File: src/rtl/rx_top_pkg.sv
// Shared definitions for the UART receiver: FSM state codes, sample-point
// helpers derived from the oversampling ratio, and default widths.
package rx_top_pkg;

    localparam int unsigned DEF_PRESCALE   = 8;
    localparam int unsigned DEF_DATA_WIDTH = 8;

    typedef logic [2:0] state_t;

    localparam state_t ST_IDLE   = 3'd0;
    localparam state_t ST_START  = 3'd1;
    localparam state_t ST_DATA   = 3'd2;
    localparam state_t ST_PARITY = 3'd3;
    localparam state_t ST_STOP   = 3'd4;
    localparam state_t ST_DONE   = 3'd5;

    // Three sample points centred on the middle of a bit period.
    function automatic int unsigned samp_first(input int unsigned prescale);
        return prescale / 2 - 1;
    endfunction

    function automatic int unsigned samp_mid(input int unsigned prescale);
        return prescale / 2;
    endfunction

    function automatic int unsigned samp_last(input int unsigned prescale);
        return prescale / 2 + 1;
    endfunction

endpackage

File: src/rtl/rx_top_data_sampler.sv
// Three-point majority sampler: captures the line at the first two sample
// points and votes with the live line value at the third.
module data_sampler
    import rx_top_pkg::*;
#(
    parameter int unsigned PRESCALE = DEF_PRESCALE,
    parameter int unsigned CNT_W    = $clog2(PRESCALE)
) (
    input  logic             clk,
    input  logic             rst,
    input  logic             en,
    input  logic [CNT_W-1:0] edge_cnt,
    input  logic             rx,
    output logic             maj,
    output logic             samp_done
);

    localparam logic [CNT_W-1:0] SAMP_1 = CNT_W'(samp_first(PRESCALE));
    localparam logic [CNT_W-1:0] SAMP_2 = CNT_W'(samp_mid(PRESCALE));
    localparam logic [CNT_W-1:0] SAMP_3 = CNT_W'(samp_last(PRESCALE));

    logic s1_q, s1_d;
    logic s2_q, s2_d;

    // Capture the first two samples of the current bit.
    always_comb begin
        s1_d = s1_q;
        s2_d = s2_q;
        if (en && (edge_cnt == SAMP_1)) s1_d = rx;
        if (en && (edge_cnt == SAMP_2)) s2_d = rx;
    end

    // Sample registers.
    always_ff @(posedge clk) begin
        if (rst) begin
            s1_q <= 1'b1;
            s2_q <= 1'b1;
        end else begin
            s1_q <= s1_d;
            s2_q <= s2_d;
        end
    end

    assign maj       = (s1_q & s2_q) | (s1_q & rx) | (s2_q & rx);
    assign samp_done = en && (edge_cnt == SAMP_3);

endmodule

File: src/rtl/rx_top.sv
// UART receiver: synchronizer, frame FSM, edge/bit counters, LSB-first
// deserializer and parity/stop checking with one-cycle result pulses.
module rx_top
    import rx_top_pkg::*;
#(
    parameter int unsigned PRESCALE   = DEF_PRESCALE,
    parameter int unsigned DATA_WIDTH = DEF_DATA_WIDTH
) (
    input  logic                  clk,
    input  logic                  rst,
    input  logic                  RX_IN,
    input  logic                  PAR_EN,
    input  logic                  PAR_TYP,
    output logic [DATA_WIDTH-1:0] P_DATA,
    output logic                  data_valid,
    output logic                  par_err,
    output logic                  stop_err,
    output logic                  busy
);

    localparam int unsigned CNT_W  = $clog2(PRESCALE);
    localparam int unsigned BCNT_W = $clog2(DATA_WIDTH + 1);

    localparam logic [CNT_W-1:0]  CNT_LAST  = CNT_W'(PRESCALE - 1);
    localparam logic [BCNT_W-1:0] BITS_FULL = BCNT_W'(DATA_WIDTH);

    logic                  rx_meta_q, rx_meta_d;
    logic                  rx_sync_q, rx_sync_d;
    logic                  rx_prev_q, rx_prev_d;
    state_t                state_q, state_d;
    logic [CNT_W-1:0]      edge_cnt_q, edge_cnt_d;
    logic [BCNT_W-1:0]     bit_cnt_q, bit_cnt_d;
    logic [DATA_WIDTH-1:0] shift_q, shift_d;
    logic                  par_en_q, par_en_d;
    logic                  par_typ_q, par_typ_d;
    logic                  par_flag_q, par_flag_d;
    logic                  start_bad_q, start_bad_d;
    logic                  fall_pend_q, fall_pend_d;
    logic [DATA_WIDTH-1:0] p_data_q, p_data_d;
    logic                  data_valid_q, data_valid_d;
    logic                  par_err_q, par_err_d;
    logic                  stop_err_q, stop_err_d;

    logic fall;
    logic cnt_last;
    logic maj;
    logic samp_done;

    assign fall     = rx_prev_q & ~rx_sync_q;
    assign cnt_last = (edge_cnt_q == CNT_LAST);
    assign busy     = (state_q != ST_IDLE);

    data_sampler #(
        .PRESCALE (PRESCALE),
        .CNT_W    (CNT_W)
    ) u_sampler (
        .clk       (clk),
        .rst       (rst),
        .en        (busy),
        .edge_cnt  (edge_cnt_q),
        .rx        (rx_sync_q),
        .maj       (maj),
        .samp_done (samp_done)
    );

    // Next-state logic: frame sequencing, counting, shifting and checks.
    always_comb begin
        rx_meta_d    = RX_IN;
        rx_sync_d    = rx_meta_q;
        rx_prev_d    = rx_sync_q;
        state_d      = state_q;
        edge_cnt_d   = edge_cnt_q;
        bit_cnt_d    = bit_cnt_q;
        shift_d      = shift_q;
        par_en_d     = par_en_q;
        par_typ_d    = par_typ_q;
        par_flag_d   = par_flag_q;
        start_bad_d  = start_bad_q;
        fall_pend_d  = fall_pend_q;
        p_data_d     = p_data_q;
        data_valid_d = 1'b0;
        par_err_d    = 1'b0;
        stop_err_d   = 1'b0;

        if (state_q != ST_IDLE) begin
            edge_cnt_d = cnt_last ? '0 : edge_cnt_q + 1'b1;
        end

        case (state_q)
            ST_IDLE: begin
                edge_cnt_d  = '0;
                fall_pend_d = 1'b0;
                if (fall || fall_pend_q) begin
                    // Frame options are frozen here for the whole frame.
                    state_d     = ST_START;
                    par_en_d    = PAR_EN;
                    par_typ_d   = PAR_TYP;
                    par_flag_d  = 1'b0;
                    start_bad_d = 1'b0;
                    bit_cnt_d   = '0;
                end
            end
            ST_START: begin
                if (samp_done) start_bad_d = maj;
                if (cnt_last) state_d = start_bad_q ? ST_IDLE : ST_DATA;
            end
            ST_DATA: begin
                if (samp_done) begin
                    shift_d   = {maj, shift_q[DATA_WIDTH-1:1]};
                    bit_cnt_d = bit_cnt_q + 1'b1;
                end
                if (cnt_last && (bit_cnt_q == BITS_FULL)) begin
                    bit_cnt_d = '0;
                    state_d   = par_en_q ? ST_PARITY : ST_STOP;
                end
            end
            ST_PARITY: begin
                if (samp_done && (maj != ((^shift_q) ^ par_typ_q))) par_flag_d = 1'b1;
                if (cnt_last) state_d = ST_STOP;
            end
            ST_STOP: begin
                // Results are registered so the pulses coincide with DONE.
                if (samp_done) begin
                    state_d      = ST_DONE;
                    data_valid_d = maj & ~par_flag_q;
                    par_err_d    = par_flag_q;
                    stop_err_d   = ~maj;
                    if (maj && !par_flag_q) p_data_d = shift_q;
                end
            end
            ST_DONE: begin
                // A start edge arriving now would be lost by IDLE's edge detector.
                state_d     = ST_IDLE;
                fall_pend_d = fall;
            end
            default: state_d = ST_IDLE;
        endcase
    end

    // State, counters, datapath and output registers.
    always_ff @(posedge clk) begin
        if (rst) begin
            rx_meta_q    <= 1'b1;
            rx_sync_q    <= 1'b1;
            rx_prev_q    <= 1'b1;
            state_q      <= ST_IDLE;
            edge_cnt_q   <= '0;
            bit_cnt_q    <= '0;
            shift_q      <= '0;
            par_en_q     <= 1'b0;
            par_typ_q    <= 1'b0;
            par_flag_q   <= 1'b0;
            start_bad_q  <= 1'b0;
            fall_pend_q  <= 1'b0;
            p_data_q     <= '0;
            data_valid_q <= 1'b0;
            par_err_q    <= 1'b0;
            stop_err_q   <= 1'b0;
        end else begin
            rx_meta_q    <= rx_meta_d;
            rx_sync_q    <= rx_sync_d;
            rx_prev_q    <= rx_prev_d;
            state_q      <= state_d;
            edge_cnt_q   <= edge_cnt_d;
            bit_cnt_q    <= bit_cnt_d;
            shift_q      <= shift_d;
            par_en_q     <= par_en_d;
            par_typ_q    <= par_typ_d;
            par_flag_q   <= par_flag_d;
            start_bad_q  <= start_bad_d;
            fall_pend_q  <= fall_pend_d;
            p_data_q     <= p_data_d;
            data_valid_q <= data_valid_d;
            par_err_q    <= par_err_d;
            stop_err_q   <= stop_err_d;
        end
    end

    assign P_DATA     = p_data_q;
    assign data_valid = data_valid_q;
    assign par_err    = par_err_q;
    assign stop_err   = stop_err_q;

endmodule

File: config.mk
export PLATFORM = sky130hd
export DESIGN_NAME = rx_top
export DESIGN_NICKNAME = d
export VERILOG_FILES = /design/src/rtl/rx_top_pkg.sv /design/src/rtl/rx_top_data_sampler.sv /design/src/rtl/rx_top.sv
export SDC_FILE = /design/constraint.sdc
export NUM_CORES = 1
export LEC_CHECK = 0
export BUFFER_PORTS_ARGS = -buffer_cell sky130_fd_sc_hd__buf_2
export CAP_MARGIN = 20
export CORE_AREA = 3 3 58 71
export DETAILED_ROUTE_END_ITERATION = 12
export DIE_AREA = 0 0 61 74
export PLACE_DENSITY = 0.72
export SLEW_MARGIN = 20
export SYNTH_ARGS = -nofsm -noshare
export SYNTH_HDL_FRONTEND = slang
export SYNTH_SLANG_ARGS = --single-unit
File: constraint.sdc
create_clock -name clk -period 1.8 [get_ports clk]
set_clock_uncertainty 0.1 [all_clocks]
set_input_delay 0 -clock clk [delete_from_list [all_inputs] [get_ports clk]]
set_output_delay 0 -clock clk [all_outputs]
set_load 0.02 [all_outputs]
### Word level (Yosys, flattened, before mapping)

Cells that the tools add are included.
Widths: inputs -> output; s select.

| storage, ports and cells | value |
|---|---|
| register bits | 39 |
| bits of input ports | 5 |
| logic and storage cells | 95 |

| operators by class | value |
|---|---|
| add/subtract/negate cells | 2 |
| eq/ne operators | 19 |
| multiplexer cells | 19 |
| bitwise operators | 13 |
| reduce and logical (&&, ||, !) cells | 24 |

Operator list:

| cell | count |
|---|---|
| $mux 3 | 7 |
| $eq 3x3->1 const B | 5 |
| $pmux 3 s5 | 1 |
| $ne 2x2->1 const B | 7 |
| $mux 4 | 3 |
| $reduce_and 3->1 | 4 |
| $eq 3x2->1 const B | 3 |
| $pmux 4 s2 | 1 |
| $reduce_bool 2->1 | 4 |
| $reduce_xor 8->1 | 1 |
| $logic_and 1x1->1 | 6 |
| $pmux 1 s2 | 3 |
| $and 1x1->1 | 5 |
| $not 1->1 | 5 |
| $reduce_and 5->1 | 1 |
| $add 4x1->4 const B | 1 |
| $eq 4x4->1 const B | 1 |
| $reduce_and 2->1 | 2 |
| $add 3x1->3 const B | 1 |
| $eq 3x1->1 const B | 1 |
| $logic_not 3->1 | 1 |
| $mux 1 | 3 |
| $ne 3x3->1 const B | 1 |
| $reduce_bool 3->1 | 1 |
| other kinds (8) | 9 |

### Logic depth before layout (Yosys ltp)

Gate-level depths: netlist of run 1.

| depth | value |
|---|---|
| depth in word-level cells | 7 |
| mapped depth | 7 |

### Modules after synthesis

From an unflattened synthesis of run 1, not the netlist that was laid out.

| second synthesis, totals | value |
|---|---|
| cells, all modules | 195 |
| area, all modules | 1,764.2 sq um |

By module, submodules not included:

| module | instances | cells each | area each (sq um) |
|---|---|---|---|
| rx_top | 1 | 184 | 1,650.3 |
| data_sampler | 1 | 11 | 113.9 |

### Worst setup path before layout of run 1

No wires, ideal clock.

| path | value |
|---|---|
| kind | register to register |
| from | register edge_cnt_q[0] |
| to | register bit_cnt_q[3] |
| library setup time | 0.070 ns |
| data arrival time | 1.687 ns |
| data required time | 1.630 ns |
| path slack | -0.058 ns |
| cell stages (with the launch flop) | 7 |
| path buffers | 0 |
| cell sequence | dfxtp_1 > ha_1 > ha_1 > nand4b_1 > and3_1 > or4_1 > a21oi_1 |

| between the ends | value |
|---|---|
| longest elaborated chain between the ends | 4 |
| elaborated cells between the ends (all ways) | 8 |
| those cells by class | eq/ne: 3; mux: 2; reduce/logical: 3 |

RTL lines:

| item | line | RTL |
|---|---|---|
| from (decl) | rx_top.sv:31 | `logic [CNT_W-1:0] edge_cnt_q, edge_cnt_d;` |
| from (signal assigned) | rx_top.sv:164 | `edge_cnt_q <= edge_cnt_d;` |
| $eq 3x3->1 (on tied branches) | rx_top_data_sampler.sv:45, rx_top.sv:50 |  |
| $logic_and 1x1->1 (on tied branches) | rx_top_data_sampler.sv:45, rx_top.sv:112 |  |
| $ne 3x3->1 (no line) / $mux 4 (equally long branches) | n/a |  |
| $reduce_and 3->1 (no line) / $pmux 4 s2 (equally long branches) | n/a |  |
| to (signal assigned) | rx_top.sv:165 | `bit_cnt_q <= bit_cnt_d;` |
| to (decl) | rx_top.sv:32 | `logic [BCNT_W-1:0] bit_cnt_q, bit_cnt_d;` |

Parallel ways exist; a longest one is shown, timed or not.
A chain may end at the register's enable or synchronous reset.

### Worst setup path in the final report of run 1

| path | value |
|---|---|
| from | register edge_cnt_q[1] |
| to | register p_data_q[5], in the netlist P_DATA[5] |

| between the ends | value |
|---|---|
| longest elaborated chain between the ends | 3 |

RTL lines:

| item | line | RTL |
|---|---|---|
| $eq 3x3->1 | rx_top_data_sampler.sv:45 | `assign samp_done = en && (edge_cnt == SAMP_3);` |
| $logic_and 1x1->1 | rx_top_data_sampler.sv:45 |  |
| $reduce_and 3->1 (no line) | n/a |  |
| to (signal assigned) | rx_top.sv:172 | `p_data_q <= p_data_d;` |
| to (decl) | rx_top.sv:39 | `logic [DATA_WIDTH-1:0] p_data_q, p_data_d;` |

No other way between the ends.

==> results of run 1 <==
power by group:
group | switching (uW) | leakage [uW] | internal (uW)
registers | 10.6 | 0.000317 | 871
clock network | 304 | 0.0000502 | 405
logic | 69.2 | 0.000634 | 54.7
placed cells by master (no fill, tap or decap), types with 2 or more instances in the layout:
cell	synthesis	routed
a21oi_1	8	7
clkbuf_8	0	5
nand4b_1	3	3
mux2i_1	19	19
nor3_1	5	5
buf_4	0	18
ha_1	7	4
inv_1	7	6
or2_2	3	3
inv_2	1	2
or4_1	2	2
nor4_1	3	3
ha_4	0	3
nand3b_1	3	3
buf_2	3	16
nor2b_1	2	2
dlygate4sd3_1	0	3
xnor2_1	4	3
nand2b_1	3	3
o21ai_0	5	5
dfxtp_1	39	36
dfxtp_2	0	2
nor2_1	22	22
buf_6	2	4
nor3b_1	3	3
nand3_1	3	3
o21bai_1	2	2
nand2_1	4	3
xnor3_1	2	2
and2_1	2	2
o31ai_1	3	2
critical path, delay by kind of cell (launching register included):
family / cells / cell delay, ns
DFF: 1 / 0.34
adders and majority gates: 1 / 0.16
and+or+nand+nor: 3 / 0.66
muxes: 1 / 0.15
buffers and inverters: 2 / 0.25
state kept, by name, indices dropped and copies added, names as in the netlist:
name,flops
stop_err,1
start_bad_q,1
u_sampler.s2_q,1
fall_pend_q,1
par_flag_q,1
par_typ_q,1
u_sampler.s1_q,1
par_err,1
rx_prev_d,1
shift_q,8
P_DATA,8
state_q,3
bit_cnt_q,4
rx_meta_q,1
edge_cnt_q,3
data_valid,1
par_en_q,1
rx_prev_q,1
worst paths after layout:
kind,startpoint,endpoint,cells past startpoint,slack [ns]
max,edge_cnt_q[1],P_DATA[5],7,0.01
min,rst,P_DATA[6],2,0.10
max reg2reg,edge_cnt_q[1],P_DATA[5],7,0.01
min reg2reg,rx_meta_q,rx_prev_d,1,0.32
cell families (layout without fill, tap and decap cells):
family                   count (synthesis)  count (layout)  synth area share
XOR/XNOR                                 7               7            0.0492
multiplexers                            19              19             0.105
flip-flops                              39              39             0.432
adder cells (fa/ha/maj)                  8               8            0.0541
AND/OR/NAND/NOR                         67              67             0.217
buffers and inverters                   19              56            0.0499
AO/OA/AOI/OAI                           26              26            0.0922
cell type report:
class | instances | area [um^2]
clock buffer | 5 | 68.8
fill | 285 | 1290
inverter | 8 | 30.0
tap | 39 | 48.8
clock inverter | 2 | 37.5
timing repair buffer | 41 | 290
multi-input combinational | 127 | 1020
sequential | 39 | 787
timing repair:
| action | in CTS | in global routing |
|---|---|---|
| pin swaps | 1 | 5 |
| hold buffers | 3 | 0 |
| buffers inserted | 1 | 2 |
| hold endpoints to repair | 3 | 0 |
| gates cloned | 0 | 1 |
| endpoints found under the setup margin | 14 | 21 |
| gates resized for setup | 6 | 17 |
per-layer routing:
metal | up-vias | share of wire
met4 | 0 | 0.025
li1 | 716 | -
met1 | 700 | 0.40
met3 | 12 | 0.030
met2 | 27 | 0.54
met5 | - | 0
stage by stage:
step	setup WS (ns)	utilization	hold WS [ns]	power [uW]	area, um^2
2_1_floorplan	0.000666	-	0.00381	969	1820
4_1_cts	0.00281	0.615	0.0930	1720	2200
3_3_place_gp	-0.0175	0.567	0.0870	1000	2030
5_1_grt	-0.0674	0.638	0.139	1780	2280
3_5_place_dp	-0.0909	0.567	0.0899	1000	2030
6_report	0.0124	0.638	0.105	1710	2280
==> impl_metrics.json, run 1 <==
{
  "cp_cell_sequence": "inv_2 > ha_4 > nand4b_4 > or4b_1 > buf_6 > mux2i_1 > nor2_1",
  "cp-start-kind": "flop",
  "cts_made_buffers": 5,
  "synth-edff-count": 0,
  "syn_area_mm2": 0.00181,
  "crit_fanout": 8,
  "cp_data_arrival_time_ns": 1.84,
  "antenna_found_initial": 0,
  "synth_common_cells": "dfxtp_1 (39), nor2_1 (22), mux2i_1 (19)",
  "clock_sinks": 39,
  "crit_required_ns": 1.86,
  "p_per_area_mw_per_mm2": 752,
  "final_hold_viol_count": 0,
  "rows": 24,
  "max_stage_delay_ns": 0.49,
  "synth_fp_nets": 197,
  "relSlewSlack": 0.596,
  "grt_pass1_wl_um": 6280,
  "clock_latency_ns": 0.29,
  "synthTopCellsByArea": "dfxtp_1 (43%), mux2i_1 (11%), ha_1 (4.9%)",
  "leakage_uw": 0.00100,
  "routedWlPerCell_um": 15.2,
  "synth_top_flop_cell": "dfxtp_1",
  "die_w_um": 61,
  "first_pass_iters": 4,
  "num_antenna_cells": 0,
  "ys_seq_elements": 39,
  "netlist.area_leader.share": 0.432,
  "cap_violations": 0,
  "gp_congestion": 0.791,
  "yosysUniqueCellTypes": 45,
  "hold_path_class": "input pin to flop",
  "syn_inst": 185,
  "htree_levels": 2,
  "yosys_warnings": 0,
  "grt_max_degree": 38,
  "die_area_mm2": 0.00451,
  "rsz0062_at_grt": "yes",
  "fin_crit_ns": 1.79,
  "hpwl_um": 2640,
  "fmax_mhz": 559,
  "track_usage": 0.187,
  "yosysSeqAreaShare": 0.432,
  "grt.overflow.total": 0,
  "ys_async_sr_fraction": 0,
  "status": "finished, final reports clean",
  "placed_cells": 247,
  "layout-drive-gt1-share": 0.288,
  "vias": 1455,
  "initial_core_util": 0.505,
  "ir_drop_uv": 489,
  "use_met1": 0.215,
  "portBuffers": 16,
  "clk_pin_slew_ns": 0.08,
  "use_met2": 0.317,
  "cts_tree": "done",
  "top_usage_layer": "met2",
  "critPathSlowestCell": "or4b_1",
  "avgSynthCellArea_um2": 9.76,
  "setup_tns_ns": 0,
  "vias_per_cell": 5.57,
  "drc": 0,
  "yosys.area.top_type": "dfxtp_1",
  "core_region_area_mm2": 0.00357,
  "final_cells": 261,
  "io_pins": 17,
  "clk_path_buf_depth": 2,
  "crit_type": "flop to flop",
  "grt_pass1_vias": 1414,
  "worst_pin_slew_ns": 0.606,
  "slew_violations": 0,
  "ant_nets": 0,
  "grt_util_met3": 0.0434,
  "die_h_um": 74,
  "setup_viol": 0,
  "nets": 234,
  "crit_path_end_kind": "flop",
  "cts_root_buffer": "clkbuf_8",
  "synth_most_common_cell": "dfxtp_1",
  "drt_iter0_markers": 32,
  "syn_to_final_growth_pct": 26.2,
  "min_period_over_period": 0.993,
  "finalWirelength_um": 3980
}
(Power assumes the default switching activity.)
==> run 2, diff against run 1 <==
--- a/config.mk
+++ b/config.mk
@@ -7,10 +7,10 @@
 export LEC_CHECK = 0
 export BUFFER_PORTS_ARGS = -buffer_cell sky130_fd_sc_hd__buf_2
 export CAP_MARGIN = 20
-export CORE_AREA = 3 3 58 71
+export CORE_AREA = 3 3 55 68
 export DETAILED_ROUTE_END_ITERATION = 12
-export DIE_AREA = 0 0 61 74
-export PLACE_DENSITY = 0.72
+export DIE_AREA = 0 0 58 71
+export PLACE_DENSITY = 0.76
 export SLEW_MARGIN = 20
 export SYNTH_ARGS = -nofsm -noshare
 export SYNTH_HDL_FRONTEND = slang
==> constraint.sdc (replaced) <==
create_clock -name clk -period 1.7 [get_ports clk]
set_clock_uncertainty 0.1 [all_clocks]
set_input_delay 0 -clock clk [delete_from_list [all_inputs] [get_ports clk]]
set_output_delay 0 -clock clk [all_outputs]
set_load 0.02 [all_outputs]
==> impl_metrics.json, run 2 (same netlist as run 1, synthesis figures left out) <==
{
  "status": "finished with violations",
  "violations": "negative setup slack",
  "placed_area_mm2": 0.00207,
  "die_area_mm2": 0.00412,
  "vias": 1468,
  "rsz0062_at_grt": "yes",
  "crit_type": "flop to flop",
  "io_pins": 17,
  "hold_path_class": "input pin to flop",
  "final_common_cell": "dfxtp_1",
  "crit_path_end_kind": "flop",
  "clock_latency_ns": 0.29,
  "clock_sinks": 39,
  "multiInputGateArea_mm2": 0.00104,
  "layout-drive-gt1-share": 0.330,
  "drc": 0,
  "antenna_found_initial": 0,
  "n_fill_cell": 235,
  "portBuffers": 16,
  "switchingPower_uw": 439,
  "cp_data_arrival_time_ns": 1.79,
  "num_antenna_cells": 0,
  "final_hold_viol_count": 0,
  "first_pass_iters": 4,
  "grt.overflow.total": 0,
  "seq_area_um2": 790,
  "pwr-share-comb": 0.071,
  "die_h_um": 71,
  "cts_root_buffer": "clkbuf_8",
  "reg2regPathDepth": 6,
  "reg2reg_from": "edge_cnt_q[1]",
  "placed_cells": 247,
  "cp_cell_sequence": "inv_2 > ha_4 > nand4b_4 > or4b_4 > mux2i_1 > nor2_1",
  "slew_violations": 0,
  "fmax_mhz": 578,
  "critPathSlowestCell": "or4b_4",
  "final_cells": 261,
  "cap_violations": 0,
  "track_usage": 0.210,
  "leakage_uw": 0.00101,
  "cts_made_buffers": 5,
  "htree_levels": 2,
  "die_w_um": 58,
  "clock_power_share": 0.379,
  "cp-start-kind": "flop",
  "vias_per_cell": 5.62,
  "grt_max_degree": 38,
  "gp_congestion": 0.812,
  "rows": 23,
  "final_cell_mix": "dfxtp_1 (36), nor2_1 (22), buf_4 (22), mux2i_1 (19), buf_2 (16)",
  "core_region_area_mm2": 0.00322,
  "syn_to_final_growth_pct": 26.7,
  "ir_drop_uv": 966,
  "p_per_area_mw_per_mm2": 747,
  "worst_pin_slew_ns": 0.587,
  "fin_crit_ns": 1.73,
  "relSlewSlack": 0.608,
  "rrSetupSlack_ns": -0.03,
  "finalWirelength_um": 4000,
  "clk_pin_slew_ns": 0.08,
  "crit_required_ns": 1.76,
  "initial_core_util": 0.560,
  "grt_pass1_wl_um": 6750,
  "routedWlPerCell_um": 15.3,
  "nets": 235,
  "setup_tns_ns": -0.121,
  "cts_tree": "done",
  "power_frac_seq": 0.550,
  "max_stage_delay_ns": 0.60,
  "clk_path_buf_depth": 2,
  "crit_fanout": 8,
  "final_area_mm2": 0.00229,
  "hold_path_depth": 2,
  "sw_frac_of_total": 0.257,
  "holdCritStartpoint": "rst",
  "drt_iter0_markers": 41,
  "hold-path-endpoint": "P_DATA[5]",
  "hpwl_um": 2810,
  "r2r-end": "P_DATA[2]",
  "setup_viol": 10,
  "ant_nets": 0,
  "min_period_over_period": 1.02,
  "timing.final.ws_setup_ns": -0.0311,
  "p_int_uw": 1270,
  "grt_pass1_vias": 1542
}
[run 2: cell count changes in the layout (fill, tap and decap cells not counted), sizes merged]
| cell | previous run | this run |
|---|---|---|
| inv | 8 | 9 |
| bufinv | 1 | 0 |
| clkinvlp | 1 | 2 |
| buf | 38 | 39 |
[run 2: power by group through the flow]
stage | registers (uW) | logic, uW | clock network, uW
floorplan | 949 | 79.2 | 0
global placement | 958 | 100 | 0
detailed placement | 960 | 105 | 0
CTS | 939 | 114 | 649
global route | 942 | 133 | 687
finish | 940 | 121 | 647
[run 2: routing by layer]
layer  vias to the layer above  share of wire  GRT usage
li1                        725              -          -
met1                       688           0.40      0.227
met2                        39           0.53      0.379
met3                        16          0.036     0.0474
met4                         0          0.040     0.0979
met5                         -              0          0
[run 2: layout make-up]
cell class / instances / area share
Clock buffer: 5 / 0.0301
Clock inverter: 3 / 0.0104
Sequential cell: 39 / 0.345
Timing Repair Buffer: 42 / 0.125
Multi-Input combinational cell: 127 / 0.456
Inverter: 8 / 0.0131
Tap cell: 37 / 0.0202
[run 2: worst max-delay path by stage]
stage	slack, ns	startpoint	cells after the start	endpoint
CTS	-0.06	edge_cnt_q[1]	7	P_DATA[3]
detailed placement	-0.08	edge_cnt_q[1]	7	P_DATA[3]
global route	-0.13	edge_cnt_q[1]	6	P_DATA[7]
finish	-0.03	edge_cnt_q[1]	6	P_DATA[2]
global placement	-0.02	edge_cnt_q[1]	7	P_DATA[2]
floorplan	-0.007	edge_cnt_q[2]	5	bit_cnt_q[3]
[run 2: stage by stage]
stage	hold slack [ns]	setup slack, ns	power [uW]	util
final	0.0979	-0.0311	1710	0.710
after global routing	0.133	-0.131	1760	0.710
after detailed placement	0.0938	-0.0805	1060	0.644
after CTS	0.0918	-0.0580	1700	0.700
after floorplan	0.00381	-0.00655	1030	-
after global placement	0.0872	-0.0247	1060	0.644
[run 2: what timing repair did]
action / CTS / global route
gates cloned: 1 / 0
setup buffers: 2 / 1
resized for setup: 11 / 12
endpoints found under the hold margin: 3 / 0
pin swaps: 3 / 3
hold buffers: 3 / 0
endpoints found under the setup margin: 21 / 26
[run 2: critical path: cells and delay by family, from the launching register on]
family | cells | cell delay, ns
fa+ha+maj | 1 | 0.14
buf+inv | 1 | 0.07
flops | 1 | 0.35
simple gates | 3 | 0.75
mux | 1 | 0.20
